==> src/rtl/nn_ctrl_pkg.sv <==
// rtl/nn_ctrl_pkg.sv - shared constants and FSM encoding for the relu_nn inference controller
package nn_ctrl_pkg;

  localparam int NUM_WREGS = 9;

  localparam logic [3:0] ADDR_H1_W1    = 4'd0;
  localparam logic [3:0] ADDR_H1_W2    = 4'd1;
  localparam logic [3:0] ADDR_H1_BIAS  = 4'd2;
  localparam logic [3:0] ADDR_H2_W1    = 4'd3;
  localparam logic [3:0] ADDR_H2_W2    = 4'd4;
  localparam logic [3:0] ADDR_H2_BIAS  = 4'd5;
  localparam logic [3:0] ADDR_OUT_W1   = 4'd6;
  localparam logic [3:0] ADDR_OUT_W2   = 4'd7;
  localparam logic [3:0] ADDR_OUT_BIAS = 4'd8;

  localparam logic [15:0] ONE  = 16'h0100;
  localparam logic [15:0] HALF = 16'h0080;

  typedef enum logic [1:0] {
    ST_IDLE = 2'd0,
    ST_WAIT = 2'd1,
    ST_DONE = 2'd2
  } state_t;

endpackage

==> src/rtl/nn_weight_regfile.sv <==
// rtl/nn_weight_regfile.sv - nine weight/bias registers with a packed read bus
module nn_weight_regfile
  import nn_ctrl_pkg::*;
#(
  parameter int WIDTH = 16
) (
  input  logic                       clk,
  input  logic                       rst,
  input  logic                       we,
  input  logic [3:0]                 addr,
  input  logic [WIDTH-1:0]           wdata,
  output logic [NUM_WREGS*WIDTH-1:0] w_bus,
  output logic                       addr_err
);

  logic [WIDTH-1:0] regs [NUM_WREGS];

  assign addr_err = (addr >= 4'(NUM_WREGS));

  // Out-of-range addresses match no entry, so they fall through without a write.
  always_ff @(posedge clk or negedge rst) begin
    if (!rst) begin
      for (int i = 0; i < NUM_WREGS; i++) regs[i] <= '0;
    end else begin
      for (int i = 0; i < NUM_WREGS; i++) begin
        if (we && (addr == 4'(i))) regs[i] <= wdata;
      end
    end
  end

  for (genvar g = 0; g < NUM_WREGS; g++) begin : g_pack
    assign w_bus[g*WIDTH +: WIDTH] = regs[g];
  end

endmodule

==> src/rtl/nn_infer_ctrl.sv <==
// rtl/nn_infer_ctrl.sv - weight config, input handshake and result capture around one relu_nn
module nn_infer_ctrl
  import nn_ctrl_pkg::*;
#(
  parameter int               WIDTH      = 16,
  parameter int               FRAC       = 8,
  parameter int               NN_LATENCY = 6,
  parameter logic [WIDTH-1:0] THRESH     = WIDTH'(1) << (FRAC - 1)
) (
  input  logic                       clk,
  input  logic                       rst,
  input  logic                       cfg_we,
  input  logic [3:0]                 cfg_addr,
  input  logic [WIDTH-1:0]           cfg_wdata,
  output logic                       cfg_ready,
  output logic                       cfg_err,
  input  logic                       in_valid,
  output logic                       in_ready,
  input  logic [WIDTH-1:0]           in_x1,
  input  logic [WIDTH-1:0]           in_x2,
  output logic                       out_valid,
  input  logic                       out_ready,
  output logic [WIDTH-1:0]           out_data,
  output logic                       out_bit,
  output logic                       busy,
  output logic [WIDTH-1:0]           nn_x1,
  output logic [WIDTH-1:0]           nn_x2,
  output logic [NUM_WREGS*WIDTH-1:0] nn_w,
  input  logic [WIDTH-1:0]           nn_y
);

  localparam int CNT_W = $clog2(NN_LATENCY + 1);

  state_t           state, state_nxt;
  logic [CNT_W-1:0] cnt;
  logic             idle, accept, capture, addr_err;

  assign idle      = (state == ST_IDLE);
  assign in_ready  = idle;
  assign cfg_ready = idle;
  assign busy      = !idle;
  assign accept    = in_valid && idle;

  // Writes only land in IDLE, which keeps weights frozen across an inference.
  nn_weight_regfile #(.WIDTH(WIDTH)) u_regfile (
    .clk      (clk),
    .rst      (rst),
    .we       (cfg_we && idle),
    .addr     (cfg_addr),
    .wdata    (cfg_wdata),
    .w_bus    (nn_w),
    .addr_err (addr_err)
  );

  always_comb begin
    state_nxt = state;
    capture   = 1'b0;
    case (state)
      ST_IDLE: if (accept) state_nxt = ST_WAIT;
      ST_WAIT: begin
        if (cnt == CNT_W'(NN_LATENCY)) begin
          capture   = 1'b1;
          state_nxt = ST_DONE;
        end
      end
      ST_DONE: if (out_ready) state_nxt = ST_IDLE;
      default: state_nxt = ST_IDLE;
    endcase
  end

  always_ff @(posedge clk or negedge rst) begin
    if (!rst) state <= ST_IDLE;
    else      state <= state_nxt;
  end

  always_ff @(posedge clk or negedge rst) begin
    if (!rst) begin
      cnt       <= '0;
      nn_x1     <= '0;
      nn_x2     <= '0;
      out_data  <= '0;
      out_bit   <= 1'b0;
      out_valid <= 1'b0;
      cfg_err   <= 1'b0;
    end else begin
      cfg_err <= cfg_we && (!idle || addr_err);
      if (accept) begin
        nn_x1 <= in_x1;
        nn_x2 <= in_x2;
        cnt   <= '0;
      end else if (state == ST_WAIT && cnt != CNT_W'(NN_LATENCY)) begin
        cnt <= cnt + CNT_W'(1);
      end
      if (capture) begin
        out_data  <= nn_y;
        out_bit   <= ($signed(nn_y) > $signed(THRESH));
        out_valid <= 1'b1;
      end else if (out_valid && out_ready) begin
        out_valid <= 1'b0;
      end
    end
  end

endmodule

==> config.mk <==
export PLATFORM = sky130hd
export DESIGN_NAME = nn_infer_ctrl
export DESIGN_NICKNAME = d
export VERILOG_FILES = /design/src/rtl/nn_ctrl_pkg.sv /design/src/rtl/nn_weight_regfile.sv /design/src/rtl/nn_infer_ctrl.sv
export SDC_FILE = /design/constraint.sdc
export NUM_CORES = 1
export LEC_CHECK = 0
export CAP_MARGIN = 10
export CELL_PAD_IN_SITES_DETAIL_PLACEMENT = 0
export CELL_PAD_IN_SITES_GLOBAL_PLACEMENT = 1
export CORE_UTILIZATION = 40
export DETAILED_ROUTE_END_ITERATION = 16
export PLACE_DENSITY = 0.83
export SETUP_SLACK_MARGIN = 0.1
export SYNTH_ARGS = -nofsm -noshare
export SYNTH_HDL_FRONTEND = slang
export SYNTH_SLANG_ARGS = --single-unit
export TNS_END_PERCENT = 20
==> constraint.sdc <==
create_clock -name clk -period 3.91 [get_ports clk]
set_clock_uncertainty 0.2 [all_clocks]
set_input_delay 0.782 -clock clk [delete_from_list [all_inputs] [get_ports clk]]
set_output_delay 0.782 -clock clk [all_outputs]
set_load 0.02 [all_outputs]
==> summary.md, run 1 <==
| Metric | Value |
|---|---|
| Die area | `20,200 sq um` |
| Clock Path Buffers | `2` |
| Total CTS buffers | `17` |
| DR vias | `roughly 5,000` |
| DRT Wirelength | `around 20 mm` |
| FF-to-FF End | `out_data[2]` |
| Number of diodes | `0` |
| H-tree levels | `4` |
| Least-Margin Pin Slew | `slightly above 1 ns` |
| DR vias/cell | `~5` |
| Antenna violations before repair | `0` |
| Final Max Tran Viols | `0` |
| Setup Buffers After CTS | `0` |
| VDD IR-drop max | `0.000463 V` |
| Minimum clock period | `just under 3 ns` |
| Grt ovf | `0` |
| Ranking of synthesized cells by area | `dfrtp_1 (64%), mux2_2 (22%), mux2_4 (7.6%), buf_12 (1.0%), buf_6 (0.86%)` |
| Leakage | `5.04 nW` |
| Critical Path AT | `1.93 ns` |
| Initial Util | `0.414` |
| Yosys reg bits | `200` |
| Final Hold Viols | `0` |
| Routability Congestion | `approximately 0.76` |
| Hold WS | `0.243 ns` |
| Clock Latency Late Sink | `between 0.4 and 0.5 ns` |
| Synth Area in Adders | `0.00318` |
| Dpl hpwl | `14.2 mm` |
| TritonCTS Sinks | `200` |
| Drt wl/cell | `19.9 um` |
| Crit-path cells | `nor2_1, clkdlybuf4s50_1` |
| MaxCap Viol Count | `0` |
| Rows | `50` |
| 1st-iter DRT viols | `197` |
| Worst-path clk slew | `0.07 ns` |
| Worst Setup EP | `in_ready` |
| CTS resizes | `0` |
| Max Fclk | `0.344 GHz` |
| Leading area contributor after synthesis | `dfrtp_1` |
| Synth Area in Compound Gates | `0.00906` |
| Buffers & Inverters on Critical Path | `1` |
| Largest net degree at the start of global routing | `110` |
| Post-synth top area share | `0.636` |
| Port buffer count | `270` |
| Crit end category | `primary output` |
| Syn_nets | `540` |
| Post-synthesis xor/xnor area fraction | `0` |
| Area growth syn-to-layout | `44.4%` |
| Vias in the first global route | `about 5,300` |
| Crit path largest cell delay | `0.69 ns` |
| Count leader, synth | `dfrtp_1` |
| Critical Path RT | `between 2 and 3 ns` |
| RSZ-0062 raised after global routing | `no` |
| Hold WC Path Type | `in2async` |
| GRT Overall Usage | `0.209` |
| Mux share of post-synthesis cell area | `0.294` |
| Outcome | `finished clean` |
| CP Depth | `2` |
| Mapped Area | `between 7000 and 8000 sq um` |
| Setup TNS | `0 ns` |
| Fin crit share | `0.744` |
| First-pass GRT wire length | `roughly 31 mm` |
| Worst Setup Path Type | `reg2out` |
| Setup crit start | `state[0]` |
| Die H | `about 140 um` |
| IO Count | `271` |
| Slew HR | `0.305` |
| Horiz. Die Dim | `between 100 and 150 um` |
| Post-CTS Hold Buffers | `0` |
| Combinational family with the most area after synthesis | `multiplexers` |
| Ys flop type | `dfrtp_1` |
| Core area | `~19,000 sq um` |
| Delay-heaviest family, CP | `buffers and inverters` |
| YS warnings | `0` |
| CP Max Fanout | `6` |
| Pwr dens | `between 800 and 900 nW/um^2` |
| Top post-synthesis cells by count | `dfrtp_1 (200), mux2_2 (151), mux2_4 (40)` |
| CTS tree | `done` |
| Sequential area share after synthesis | `0.636` |
| Fin nets | `about 820` |
| Slowest-stage cell, CP | `clkdlybuf4s50_1` |
| Post-detailed-route count of antenna-violating nets | `0` |
| Share of cells above drive strength 1 | `0.311` |
| Element type at the critical path start | `flip-flop` |
| Simple-gate share of the synthesized area | `0.0299` |
| Drt pass-1 iters | `4` |
| FF-to-FF setup slack | `~1.4 ns` |
| Post-synth ARST share | `1.00` |
| Distinct cells, synth | `35` |
| Root Driver | `clkbuf_16` |
| EDFF count, synth | `0` |
| R2r startpoint | `cnt[0]` |
| Layout fillers | `between 1,500 and 2,000` |
| Mean Syn Cell Area | `between 15 and 20 sq um` |
| R2R depth | `4` |
| Drc violations | `0` |
| # setup viols final | `0` |
| Cells after Synth | `465` |
==> stage by stage <==
step           std cells  power (mW)  utilization  instance area [sq um]  worst slack, ns
3_5_place_dp         983        7.66        0.567                  10800            0.623
3_3_place_gp         983        7.56        0.567                  10800            0.687
5_1_grt             1015        9.82        0.598                  11400            0.914
6_report            1015        9.37        0.598                  11400             1.00
4_1_cts             1015        9.46        0.598                  11400            0.978
2_1_floorplan        465        5.46            -                   7870             1.59
==> flip-flops by register name, summed over array words and instances, names as in the netlist <==
name and flops:
cfg_err 1, cnt 3, nn_x1 16, nn_x2 16, out_bit 1, out_data 16, out_valid 1, state 2
u_regfile.w_bus 144
==> worst min path at each step <==
stage                     endpoint  cells past startpoint
6_report       u_regfile.w_bus[45]                      1
3_3_place_gp          out_data[15]                      2
4_1_cts        u_regfile.w_bus[58]                      1
3_5_place_dp          out_data[15]                      2
5_1_grt        u_regfile.w_bus[13]                      1
2_1_floorplan              cfg_err                      0
==> cell families (layout without fill, tap and decap cells) <==
family	after synthesis	after routing
flops	200	200
mux	192	192
compound gates	12	12
buf+inv	26	316
simple gates	33	33
fa+ha+maj	2	2
==> final cells by class <==
class	instances	area (sq um)	share of cell area
clock buffer	23	468	0.0411
tap	260	325	0.0286
multi-input combinational	239	2640	0.232
clock inverter	9	115	0.0101
timing repair buffer	279	2800	0.246
inverter	5	18.8	0.00165
sequential	200	5000	0.440
==> metal layers <==
layer	routed length, um	GRT usage	vias to the layer above
met3	1590	0.0700	21
met2	9810	0.350	195
met4	202	0.0577	0
met5	0	0	-
li1	-	-	2231
met1	8570	0.259	2554
==> report_power, final <==
part / total (mW) / switching, mW / internal [mW]
Sequential: 3.42 / 0.495 / 2.93
Clock: 1.76 / 0.779 / 0.983
Combinational: 4.18 / 1.93 / 2.25
==> cell usage in the layout, fill, tap and decap left out, types with 2 or more instances in the layout <==
cell type | netlist | final
a21oi_1 | 4 | 4
and2_1 | 2 | 2
and4b_1 | 3 | 3
buf_12 | 4 | 2
buf_4 | 3 | 7
bufinv_16 | 0 | 2
clkbuf_1 | 0 | 4
clkbuf_16 | 0 | 17
clkbuf_8 | 0 | 3
clkdlybuf4s50_1 | 0 | 269
clkinv_4 | 0 | 2
clkinvlp_4 | 0 | 2
dfrtp_1 | 200 | 200
ha_1 | 2 | 2
inv_1 | 5 | 5
inv_6 | 0 | 2
mux2_2 | 151 | 151
mux2_4 | 40 | 40
nand2_1 | 4 | 4
nand2_2 | 3 | 3
nand2b_1 | 2 | 2
nor2_1 | 3 | 3
nor3_1 | 2 | 2
nor3b_1 | 2 | 2
o21ai_0 | 4 | 4
or3_1 | 3 | 3
or4_1 | 2 | 2
No activity file was read; power rests on OpenSTA's default activity.
==> run 2: changes to the inputs <==
Settings changed: CORE_UTILIZATION 40 to 37, PLACE_DENSITY 0.83 to 0.78.
Clock period 3.91 ns to 2.84 ns, I/O delays scaled along.
==> run 2 against run 1 <==
  * Sequential power is 38% higher
  * Setup slack worse by 0.80 ns
  * Sequential share of layout area is 0.58 points lower
  * Critical path depth stayed put
  * Combinational power is 38% higher
  * Critical path type unchanged
  * Largest cell class unchanged
  * Highest routed layer unchanged
==> summary.md, run 2 (same netlist as run 1, synthesis figures left out) <==
| Metric | Value |
|---|---|
| Outcome | `finished clean` |
| Least-Margin Pin Slew | `0.639 ns (-0.397 ns)` |
| TritonCTS Sinks | `200 (unchanged)` |
| Initial Util | `0.376 (-0.0383)` |
| Total CTS buffers | `17 (unchanged)` |
| Placed inst area | `10,900 sq um (+1.4%)` |
| Critical Path AT | `1.87 ns (-0.06 ns)` |
| Share of cells above drive strength 1 | `0.323 (+0.0116)` |
| Die H | `148 um (+3.9%)` |
| WHS Path Cells | `2` |
| DR vias | `5,046 (+0.90%)` |
| Minimum clock period | `2.64 ns` |
| Commonest non-fill, non-tap cell in the layout | `clkdlybuf4s50_1` |
| Met2 usage | `0.319 (-0.0310)` |
| Setup Buffers After CTS | `0 (unchanged)` |
| Largest net degree at the start of global routing | `75 (-32%)` |
| Die area | `21,900 sq um (+8.0%)` |
| Horiz. Die Dim | `148 um (+3.9%)` |
| Crit end category | `primary output` |
| Slew HR | `0.574 (+0.269)` |
| DRT Wirelength | `20.6 mm (+2.3%)` |
| 1st-iter DRT viols | `120 (-39%)` |
| Comb pwr share | `0.450 (+0.004)` |
| Element type at the critical path start | `flip-flop` |
| Hold_sp | `out_data[15]` |
| FF-to-FF End | `u_regfile.w_bus[114]` |
| Final Hold Viols | `0 (unchanged)` |
| Drt wl/cell | `19.8 um (-0.15%)` |
| Fin crit share | `0.929` |
| Vias in the first global route | `5,439 (+2.0%)` |
| # setup viols final | `0 (unchanged)` |
| Max Fclk | `0.379 GHz` |
| Cell area after layout | `11,500 sq um (+1.3%)` |
| Setup TNS | `0 ns (unchanged)` |
| Drt pass-1 iters | `4 (unchanged)` |
| Area growth syn-to-layout | `46.4%` |
| Core area | `21,000 sq um (+10%)` |
| H-tree levels | `4 (unchanged)` |
| Critical Path RT | `2.07 ns (-0.86 ns)` |
| Clock Latency Late Sink | `0.42 ns (about the same)` |
| Design Power | `12.9 mW (+37%)` |
| Seq pwr share | `0.368 (+0.002)` |
| CP Max Fanout | `6 (unchanged)` |
| Max reg flops | `144 (unchanged)` |
| Post-detailed-route count of antenna-violating nets | `0 (unchanged)` |
| Port buffer count | `270 (unchanged)` |
| Grt ovf | `0 (unchanged)` |
| VDD IR-drop max | `0.000573 V (+24%)` |
| MaxCap Viol Count | `0 (unchanged)` |
| First-pass GRT wire length | `31.8 mm (+1.3%)` |
| Hold WC Path Type | `reg2reg` |
| DR vias/cell | `4.85 (-1.5%)` |
| IO Count | `271 (unchanged)` |
| Setup WS pre-CTS | `0.124 ns (-0.499 ns)` |
| Switching power | `4.42 mW (+38%)` |
| CTS tree | `done` |
| Met3 track demand over resource | `0.0747 (+0.00470)` |
| Switch share | `0.344 (+0.00211)` |
| Most frequent cells in the layout | `clkdlybuf4s50_1 (269), dfrtp_1 (200), mux2_2 (151), mux2_4 (40), clkbuf_16 (17)` |
| Antenna violations before repair | `0 (unchanged)` |
| RSZ-0062 raised after global routing | `no` |
| Pwr dens | `1120 nW/um^2 (+35%)` |
| Slowest-stage cell, CP | `clkdlybuf4s50_1` |
| R2R depth | `5 (+1)` |
| Clock share of power | `0.182 (-0.006)` |
| Met1 Track Usage GR | `0.246 (-0.0135)` |
| Routability Congestion | `0.750 (-1.9%)` |
| FF-to-FF setup slack | `0.69 ns (-0.73 ns)` |
| Worst Setup Path Type | `reg2out` |
| Crit path largest cell delay | `0.67 ns (-0.02 ns)` |
| R2r startpoint | `state[1]` |
| Leakage | `5.11 nW (+1.2%)` |
| Final Max Tran Viols | `0 (unchanged)` |
| Rows | `53 (+6.0%)` |
| Worst-path clk slew | `0.07 ns (about the same)` |
| Root Driver | `clkbuf_16` |
| GRT Overall Usage | `0.195 (-0.0146)` |
| Hold EP | `out_data[15]` |
| Setup ws final | `0.202 ns (-0.799 ns)` |
| Internal cell power | `8.43 mW (+37%)` |
| GR peak layer | `met2` |
| Number of diodes | `0 (unchanged)` |
| Fin nets | `827 (+1.2%)` |
| Clock Path Buffers | `2 (unchanged)` |
| Dpl hpwl | `15.0 mm (+5.2%)` |
| Drc violations | `0 (unchanged)` |
| Crit-path cells | `nor2_2, clkdlybuf4s50_1` |
-- run 2: layout make-up --
cell class	instances	area, sq um
tap	275	344
timing repair buffer	289	2940
clock buffer	21	460
inverter	5	18.8
multi-input combinational	239	2650
fill	1737	9430
clock inverter	11	113
sequential	200	5000
-- run 2: how the worst max path moves through the flow --
stage	start	to	slack (ns)
finish	state[1]	in_ready	0.20
CTS	state[1]	in_ready	0.22
floorplan	state[1]	nn_x1[0]	0.69
detailed placement	cfg_addr[3]	u_regfile.w_bus[114]	0.12
global route	state[1]	in_ready	0.14
global placement	cfg_addr[3]	u_regfile.w_bus[101]	0.22
-- run 2: per-layer routing --
metal	up-vias	wire, um
met5	-	0
met4	0	142
met3	11	1900
met2	221	9860
met1	2588	8740
li1	2226	-
-- run 2: power groups by stage --
stage	logic [mW]	clock network, mW	registers, mW
4_1_cts	5.85	2.43	4.74
2_1_floorplan	1.41	0	6.10
6_report	5.78	2.34	4.73
3_5_place_dp	5.83	0	4.78
3_3_place_gp	5.74	0	4.71
5_1_grt	6.08	2.53	4.89
-- run 2: critical path, delay by kind of cell (launching register included) --
| kind | cells | cell delay, ns |
|---|---|---|
| buffers and inverters | 1 | 0.67 |
| flip-flops | 1 | 0.47 |
| AND/OR/NAND/NOR | 1 | 0.31 |
-- run 2: repair_timing --
action / in CTS / in global routing
setup endpoints to repair: 2 / 0
resized for setup: 1 / 0
hold buffers: 1 / 0
hold endpoints to repair: 30 / 0
-- run 2: through the flow --
| step | instances | hold WS, ns | util |
|---|---|---|---|
| floorplan | 465 | 0.0724 | - |
| global placement | 1007 | 0.270 | 0.522 |
| detailed placement | 1007 | 0.286 | 0.522 |
| CTS | 1040 | 0.309 | 0.550 |
| global route | 1040 | 0.322 | 0.550 |
| finish | 1040 | 0.299 | 0.550 |
==> run 3: changes to the inputs <==
Settings changed: CORE_UTILIZATION 37 to 38, CTS_BUF_LIST set to sky130_fd_sc_hd__clkbuf_8, PLACE_DENSITY 0.78 to 0.79.
==> run 3 against run 2 <==
  * Final cell count decreased by 0.48%
  * Non-clock buffer count unchanged
  * Cell area decreased by 1.3%
  * Die area decreased by 2.6%
  * Critical path depth unchanged
  * Global-route usage increased by 0.38 points
  * Sequential power about the same
  * Fmax increased by 3.6%
  * First-iteration DRC count increased by 19%
  * Core utilization increased by 1.1 points
  * Setup slack improved by 0.092 ns
  * Via count decreased by 1.8%
==> summary.md, run 3 (same netlist as run 1, synthesis figures left out) <==
| Metric | Value |
|---|---|
| Outcome | `finished clean` |
| # setup viols final | `0 (unchanged)` |
| DRT Wirelength | `20.4 mm (-1.3%)` |
| Post-route non-filler standard cell count | `1,035 (-0.48%)` |
| Root Driver | `clkbuf_8` |
| Hold WC Path Type | `reg2reg` |
| MaxCap Viol Count | `0 (unchanged)` |
| Setup TNS | `0 ns (unchanged)` |
| Max Fclk | `0.393 GHz (+3.6%)` |
| Drt wl/cell | `19.7 um (-0.85%)` |
| Least-Margin Pin Slew | `0.619 ns (-0.0208 ns)` |
| Crit end category | `primary output` |
| Element type at the critical path start | `flip-flop` |
| Core area | `20,300 sq um (-3.1%)` |
| Final Max Tran Viols | `0 (unchanged)` |
| Drc violations | `0 (unchanged)` |
| RSZ-0062 raised after global routing | `no` |
| Horiz. Die Dim | `146 um (-1.3%)` |
| Share of cells above drive strength 1 | `0.325 (+0.00261)` |
| Commonest non-fill, non-tap cell in the layout | `clkdlybuf4s50_1` |
| Die H | `146 um (-1.3%)` |
| Met2 usage | `0.335 (+0.0168)` |
| Met1 Track Usage GR | `0.248 (+0.00256)` |
| Dpl hpwl | `14.5 mm (-2.9%)` |
| Critical Path AT | `1.78 ns (-0.09 ns)` |
| Number of diodes | `0 (unchanged)` |
| Minimum clock period | `2.55 ns (-0.0925 ns)` |
| Sequential Area | `5000 sq um (unchanged)` |
| Clock Path Buffers | `2 (unchanged)` |
| DR vias | `4,955 (-1.8%)` |
| GRT Overall Usage | `0.199 (+0.00375)` |
| Post-detailed-route count of antenna-violating nets | `0 (unchanged)` |
| Clock Latency Late Sink | `0.47 ns (+0.05 ns)` |
| Antenna violations before repair | `0 (unchanged)` |
| TritonCTS Sinks | `200 (unchanged)` |
| Worst-path clk slew | `0.10 ns (+0.03 ns)` |
| Leakage | `5.05 nW (-1.1%)` |
| Routability Congestion | `0.737 (-1.7%)` |
| Hold WS | `0.299 ns (+0.000321 ns)` |
| Port buffer count | `270 (unchanged)` |
| Setup ws final | `0.295 ns (+0.0925 ns)` |
| Rows | `52 (-1.9%)` |
| Drt pass-1 iters | `4 (unchanged)` |
| Setup WS pre-CTS | `0.136 ns (+0.0120 ns)` |
| Dpl cells | `1,002 (-0.50%)` |
| Finished Core Util | `0.561 (+0.0106)` |
| Slew HR | `0.582 (+0.00844)` |
| CP Max Fanout | `6 (unchanged)` |
| Multi-input gate area | `2650 sq um (+0.19%)` |
| Area growth syn-to-layout | `44.5%` |
| Worst Setup Path Type | `reg2out` |
| GR peak layer | `met2` |
| IO Count | `271 (unchanged)` |
| Vias in the first global route | `5,536 (+1.8%)` |
| H-tree levels | `4 (unchanged)` |
| Die area | `21,300 sq um (-2.6%)` |
| DR vias/cell | `4.79 (-1.3%)` |
| 1st-iter DRT viols | `143 (+19%)` |
| Critical Path RT | `2.07 ns (about the same)` |
| VDD IR-drop max | `0.000540 V (-5.7%)` |
| Most frequent cells in the layout | `clkdlybuf4s50_1 (269), dfrtp_1 (200), mux2_2 (151), mux2_4 (40), clkbuf_8 (18)` |
| Largest net degree at the start of global routing | `54 (-28%)` |
| Fin crit share | `0.896 (-0.0326)` |
| Max reg flops | `144 (unchanged)` |
| CTS tree | `done` |
| First-pass GRT wire length | `32.2 mm (+1.1%)` |
| Cell area after layout | `11,400 sq um (-1.3%)` |
| Final Hold Viols | `0 (unchanged)` |
| Pwr dens | `1100 nW/um^2 (-1.5%)` |
| Total CTS buffers | `17 (unchanged)` |
| Design Power | `12.5 mW (-2.8%)` |
| Met3 track demand over resource | `0.0633 (-0.0114)` |
| Grt ovf | `0 (unchanged)` |
| Initial Util | `0.388 (+0.0121)` |
| Fin nets | `827 (unchanged)` |
| Placed inst area | `10,900 sq um (-0.17%)` |
| Layout fillers | `1,651 (-5.0%)` |
-- run 3: cell count changes in the layout (fill, tap and decap cells not counted), sizes merged --
cell      change
clkinvlp      -3
bufinv        +2
clkbuf        -4
inv           +2
clkinv        +3
-- run 3: routing by layer --
layer | part of all wire | up-vias
met5 | 0 | -
met4 | 0.0065 | 0
li1 | - | 2221
met3 | 0.074 | 11
met1 | 0.43 | 2531
met2 | 0.49 | 192
-- run 3: final cells by class --
| type | count | area share |
|---|---|---|
| Sequential cell | 200 | 0.440 |
| Clock inverter | 15 | 0.0181 |
| Clock buffer | 17 | 0.0206 |
| Tap cell | 270 | 0.0297 |
| Timing Repair Buffer | 289 | 0.257 |
| Inverter | 5 | 0.00165 |
| Multi-Input combinational cell | 239 | 0.233 |
-- run 3: timing repair --
action,4_1_cts,5_1_grt
gates resized for setup,1,1
buffers inserted,0,0
pin swaps,0,0
hold buffers,1,0
hold endpoints to repair,41,0
endpoints found under the setup margin,3,2
-- run 3: report_power, final --
part	switching, mW	total, mW	internal [mW]
Combinational	2.66	5.78	3.12
Clock	1.10	2.00	0.909
Sequential	0.687	4.71	4.02
-- run 3: worst max-delay path, stage by stage (launching register included) --
cell and delay [ns]:
dfrtp_1 0.48, nor2_4 0.22, clkdlybuf4s50_1 0.63
-- run 3: final timing paths --
kind                                        end  cells past startpoint    startpoint  slack [ns]
setup / recovery                       in_ready                      2      state[1]        0.29
hold / removal                     out_data[15]                      2  out_data[15]        0.30
setup reg to reg            u_regfile.w_bus[48]                      5      state[1]        0.76
hold reg to reg                    out_data[15]                      2  out_data[15]        0.30
max in group asynchronous  u_regfile.w_bus[101]                      3           rst        1.26
min in group asynchronous   u_regfile.w_bus[46]                      2           rst        0.40
